**config.mk**
```make
export PLATFORM = sky130hd
export DESIGN_NAME = apb_master_nch
export DESIGN_NICKNAME = d
export VERILOG_FILES = /design/src/rtl/apb_master_nch.sv
export SDC_FILE = /design/constraint.sdc
export NUM_CORES = 1
export LEC_CHECK = 0
export CAP_MARGIN = 20
export CORE_MARGIN = 5
export CORE_UTILIZATION = 37
export DETAILED_ROUTE_END_ITERATION = 10
export MAX_ROUTING_LAYER = met4
export PLACE_DENSITY = 0.86
export SLEW_MARGIN = 5
export SYNTH_ARGS = -nofsm -noshare
export SYNTH_HDL_FRONTEND = slang
export SYNTH_SLANG_ARGS = --single-unit
```
**constraint.sdc**
```tcl
create_clock -name PCLK -period 2.8 [get_ports PCLK]
set_clock_uncertainty 0.05 [all_clocks]
set_input_delay 0.28 -clock PCLK [delete_from_list [all_inputs] [get_ports PCLK]]
set_output_delay 0.28 -clock PCLK [all_outputs]
set_load 0.01 [all_outputs]
```
**src/rtl/apb_master_nch.sv**
```systemverilog
// APB requester that decodes a request address onto one of NUM_SLV completers.
// Optional access timeout is enabled by defining APB_TIMEOUT_EN.
module apb_master_nch #(
  parameter int unsigned       NUM_SLV     = 4,
  parameter int unsigned       ADDR_W      = 32,
  parameter int unsigned       DATA_W      = 32,
  parameter int unsigned       REGION_W    = 12,
  parameter logic [ADDR_W-1:0] BASE_ADDR   = 32'h1000_0000,
  parameter int unsigned       TIMEOUT_CYC = 255
) (
  input  logic                      PCLK,
  input  logic                      PRESETn,
  output logic [ADDR_W-1:0]         PADDR,
  output logic [DATA_W-1:0]         PWDATA,
  output logic                      PWRITE,
  output logic                      PENABLE,
  output logic [NUM_SLV-1:0]        PSEL,
  input  logic [NUM_SLV*DATA_W-1:0] PRDATA,
  input  logic [NUM_SLV-1:0]        PREADY,
  input  logic [NUM_SLV-1:0]        PSLVERR,
  input  logic                      transfer,
  input  logic [ADDR_W-1:0]         addr,
  input  logic [DATA_W-1:0]         wdata,
  input  logic                      write,
  output logic                      busy,
  output logic                      ready,
  output logic [DATA_W-1:0]         rdata,
  output logic                      err
);

  if (NUM_SLV < 1 || NUM_SLV > 16 || TIMEOUT_CYC < 1) begin : g_param_err
    $error("apb_master_nch: parameter out of range");
  end

  typedef enum logic [1:0] {StIdle, StSetup, StAccess} state_e;

  localparam logic [4:0] NumSlv = 5'(NUM_SLV);

  state_e              state_q, state_d;
  logic [ADDR_W-1:0]   paddr_q, paddr_d;
  logic [DATA_W-1:0]   pwdata_q, pwdata_d;
  logic                write_q, write_d;
  logic [3:0]          idx_q, idx_d;
  logic                ready_q, ready_d;
  logic [DATA_W-1:0]   rdata_q, rdata_d;
  logic                err_q, err_d;
`ifdef APB_TIMEOUT_EN
  logic [31:0]         cnt_q, cnt_d;
`endif

  logic [3:0]          req_idx;
  logic                hit;
  logic                sel_ready;
  logic                sel_err;
  logic [DATA_W-1:0]   sel_rdata;
  logic [NUM_SLV-1:0]  sel_onehot;

  assign req_idx = addr[REGION_W+3:REGION_W];
  assign hit     = (addr[ADDR_W-1:REGION_W+4] == BASE_ADDR[ADDR_W-1:REGION_W+4]) &&
                   ({1'b0, req_idx} < NumSlv);

  // Only the latched completer's response lines are ever looked at.
  always_comb begin
    sel_ready  = 1'b0;
    sel_err    = 1'b0;
    sel_rdata  = '0;
    sel_onehot = '0;
    for (int i = 0; i < NUM_SLV; i++) begin
      if (idx_q == 4'(i)) begin
        sel_ready     = PREADY[i];
        sel_err       = PSLVERR[i];
        sel_rdata     = PRDATA[i*DATA_W +: DATA_W];
        sel_onehot[i] = 1'b1;
      end
    end
  end

  always_comb begin
    state_d  = state_q;
    paddr_d  = paddr_q;
    pwdata_d = pwdata_q;
    write_d  = write_q;
    idx_d    = idx_q;
    ready_d  = 1'b0;
    rdata_d  = rdata_q;
    err_d    = err_q;
`ifdef APB_TIMEOUT_EN
    cnt_d    = cnt_q;
`endif
    case (state_q)
      StIdle: begin
        if (transfer) begin
          if (hit) begin
            state_d  = StSetup;
            paddr_d  = addr;
            pwdata_d = wdata;
            write_d  = write;
            idx_d    = req_idx;
`ifdef APB_TIMEOUT_EN
            cnt_d    = '0;
`endif
          end else begin
            // Unmapped address completes immediately with an error.
            ready_d = 1'b1;
            err_d   = 1'b1;
            rdata_d = '0;
          end
        end
      end
      StSetup: state_d = StAccess;
      StAccess: begin
        if (sel_ready) begin
          state_d = StIdle;
          ready_d = 1'b1;
          rdata_d = write_q ? '0 : sel_rdata;
          err_d   = sel_err;
        end
`ifdef APB_TIMEOUT_EN
        else begin
          cnt_d = cnt_q + 32'd1;
          if (cnt_d == TIMEOUT_CYC) begin
            state_d = StIdle;
            ready_d = 1'b1;
            err_d   = 1'b1;
            rdata_d = '0;
          end
        end
`endif
      end
      default: state_d = StIdle;
    endcase
  end

  always_ff @(posedge PCLK or negedge PRESETn) begin
    if (!PRESETn) begin
      state_q  <= StIdle;
      paddr_q  <= '0;
      pwdata_q <= '0;
      write_q  <= 1'b0;
      idx_q    <= '0;
      ready_q  <= 1'b0;
      rdata_q  <= '0;
      err_q    <= 1'b0;
`ifdef APB_TIMEOUT_EN
      cnt_q    <= '0;
`endif
    end else begin
      state_q  <= state_d;
      paddr_q  <= paddr_d;
      pwdata_q <= pwdata_d;
      write_q  <= write_d;
      idx_q    <= idx_d;
      ready_q  <= ready_d;
      rdata_q  <= rdata_d;
      err_q    <= err_d;
`ifdef APB_TIMEOUT_EN
      cnt_q    <= cnt_d;
`endif
    end
  end

  assign busy    = (state_q != StIdle);
  assign PENABLE = (state_q == StAccess);
  assign PSEL    = busy ? sel_onehot : '0;
  assign PWRITE  = busy & write_q;
  assign PADDR   = paddr_q;
  assign PWDATA  = pwdata_q;
  assign ready   = ready_q;
  assign rdata   = rdata_q;
  assign err     = err_q;

endmodule

```
==> results_dict.tcl <==
set metrics [dict create \
    die_area_um2 15340 \
    cts-root-buf "clkbuf_16" \
    status "finished, final reports clean" \
    numPortBuffers 308 \
    worstPathMaxFanout 12 \
    firstDrtPassIters 4 \
    synth.avg_cell_area_um2 11.29 \
    dp_hpwl_um 13880 \
    antenna_left 0 \
    finalMaxSlewViolations 0 \
    ios 309 \
    initial_utilization_pct 37.86 \
    post_drt_wl_per_cell_um 19.58 \
    timing.final.crit_share_pct 90.44 \
    totalNegativeSetupSlack_ps 0 \
    clk_latency_ps 330 \
    numClockSinks 101 \
    synth_fp_nets 629 \
    rows 41 \
    rsz0062_at_grt "false" \
    fin_crit_ps 2532 \
    critPathLaunchType "flop" \
    synth_seq_cells 101 \
    rrSetupSlack_ps 470 \
    setup_viol 0 \
    viasPerCell 5.175 \
    cp-end-kind "primary output" \
    drive_gt1_share_pct 11.71 \
    gp_congestion 0.9388 \
    grt_pass1_wl_um 25590 \
    critPathLaunch "PADDR[14]" \
    synth_common_cells "dfrtp_1, mux2_2, o21ai_0" \
    clkTransAtPathRegs_ps 70 \
    wl_um 17590 \
    synth_seq_area_share_pct 52.69 \
    n_fill_cell 959 \
    h-tree-depth 3 \
    synthToLayoutAreaGrowth_pct 74.47 \
    r2r-start "PADDR[13]" \
    cp-endpoint "PSEL[3]" \
    critical_path_class "flop to primary output" \
    yosys_warnings 0 \
    power.density_nw_per_um2 373.6 \
    grt_overflow 0 \
    finalHoldViolCount 0 \
    grt_usage_pct 22.42 \
    dr.first_iter.drc_count 270 \
    ir_drop_mv 0.2595 \
    worst_pin_slew_ps 770.2 \
    cts_setup_buffers 0 \
    worstReg2RegEnd "rdata[9]" \
    synth_edf_count 0 \
    cts_tree "yes" \
    max_freq_mhz 394.9 \
    ys_types 34 \
    max_slew_margin_pct 48.65 \
    die_y_um 123.9 \
    cts_resized 0 \
    numCtsBuffers 9 \
    place_inst 881 \
    antennaDiodeCount 0 \
    async_flop_share_pct 100.0 \
    grt_max_degree 67 \
    yosys.area.top_type "dfrtp_1" \
    holdBufCountCts 1 \
    synth.most_common_cell "dfrtp_1" \
    synth_area_um2 4797 \
    drc 0 \
    antenna_found_initial 0 \
    maxCapViolCount 0 \
    synth_area_leaders "dfrtp_1, mux2_2, mux2i_1" \
    worstPathArrival_ps 2200 \
    final_cells 898 \
    postSynthCellCount 425 \
    hold_class "flop to flop" \
    cp.required_ps 2470 \
    die_w_um 123.9 \
    ys.flop_type "dfrtp_1" \
    p_leak_nw 3.465 \
    reg2reg_depth 5 \
    yosys.area.top_type_share_pct 52.69 \
    core_area_um2 12670 \
    cts_max_path_buffers 2 \
    vias 4647 \
    num-nets-final 925 \
    first_global_vias 4847 \
]
-- power by group --
group | internal, mW | switching [mW] | total (mW)
registers | 1.46 | 0.000237 | 1.46
logic | 0.287 | 0.117 | 0.403
clock network | 0.705 | 0.559 | 1.26
-- metal layers --
layer | GRT usage (%) | part of all wire (%) | up-vias
li1 | - | - | 2156
met1 | 25.01 | 37 | 2222
met2 | 37.34 | 48 | 241
met3 | 8.810 | 13 | 28
met4 | 6.436 | 1.9 | 0
met5 | - | 0 | -
-- cells by family (layout without fill, tap and decap cells) --
logic type      Yosys count  after routing  share of synthesized area (%)
buf+inv                  41            342                          3.782
compound gates          123            123                          15.94
flops                   101            101                          52.69
simple gates             79             79                          8.946
mux                      81             81                          18.65
-- sequential cells by signal, summed over array words and instances, names as in the netlist --
register and cells:
state_q 2, rdata 32, err 1, write_q 1
PADDR 32, ready 1, PWDATA 32
-- area by class of cell --
class                      count  area (um^2)  area share [%]
clock buffer                   9        225.2           2.691
inverter                       4        15.01          0.1794
sequential                   101         2531           30.24
clock inverter                 7        82.58          0.9867
tap                          172        215.2           2.571
timing repair buffer         322         3201           38.24
multi-input combinational    283         2100           25.09
-- stage by stage --
| stage | power, mW | setup slack, ps | utilization (%) | hold WS [ps] | cell area, um^2 |
|---|---|---|---|---|---|
| floorplan | 1.554 | 681.0 | - | -65.59 | 4797 |
| global placement | 1.881 | 490.1 | 63.54 | 294.2 | 8051 |
| detailed placement | 1.890 | 371.9 | 63.54 | 308.7 | 8051 |
| CTS | 3.169 | 294.4 | 66.05 | 436.8 | 8369 |
| global route | 3.250 | 162.5 | 66.05 | 446.6 | 8369 |
| finish | 3.127 | 267.8 | 66.05 | 437.2 | 8369 |
-- layout by cell type, fill, tap and decap left out, types with 2 or more instances in the layout --
cell type / n
mux2_2: 47
nor3b_1: 2
inv_1: 4
nor2b_1: 29
clkinvlp_4: 2
clkbuf_16: 9
dfrtp_1: 100
o22ai_1: 41
mux2i_1: 32
clkinv_4: 2
mux4_2: 2
a32o_1: 11
o21ai_0: 43
nand3_1: 2
clkdlybuf4s50_1: 307
nand2_1: 4
a21oi_1: 11
nor4_1: 3
nor2_1: 27
a211oi_1: 12
buf_4: 13
-- worst min-delay path by stage --
stage                     startpoint    endpoint  cells past startpoint  slack [ps]
after floorplan              PRESETn    PADDR[0]                      0         -70
after global placement       PRESETn  PWDATA[14]                      1         290
after detailed placement     PRESETn  PWDATA[31]                      1         310
after CTS                  PADDR[28]   PADDR[28]                      1         440
after global routing       PADDR[28]   PADDR[28]                      1         450
final                      PADDR[28]   PADDR[28]                      1         440
-- critical path, cell delays in order (launching register included) --
cell and delay [ps]:
dfrtp_1 430, nand4bb_1 540, nor2_1 290, clkdlybuf4s50_1 620
Power figures use the tool's default switching activity.
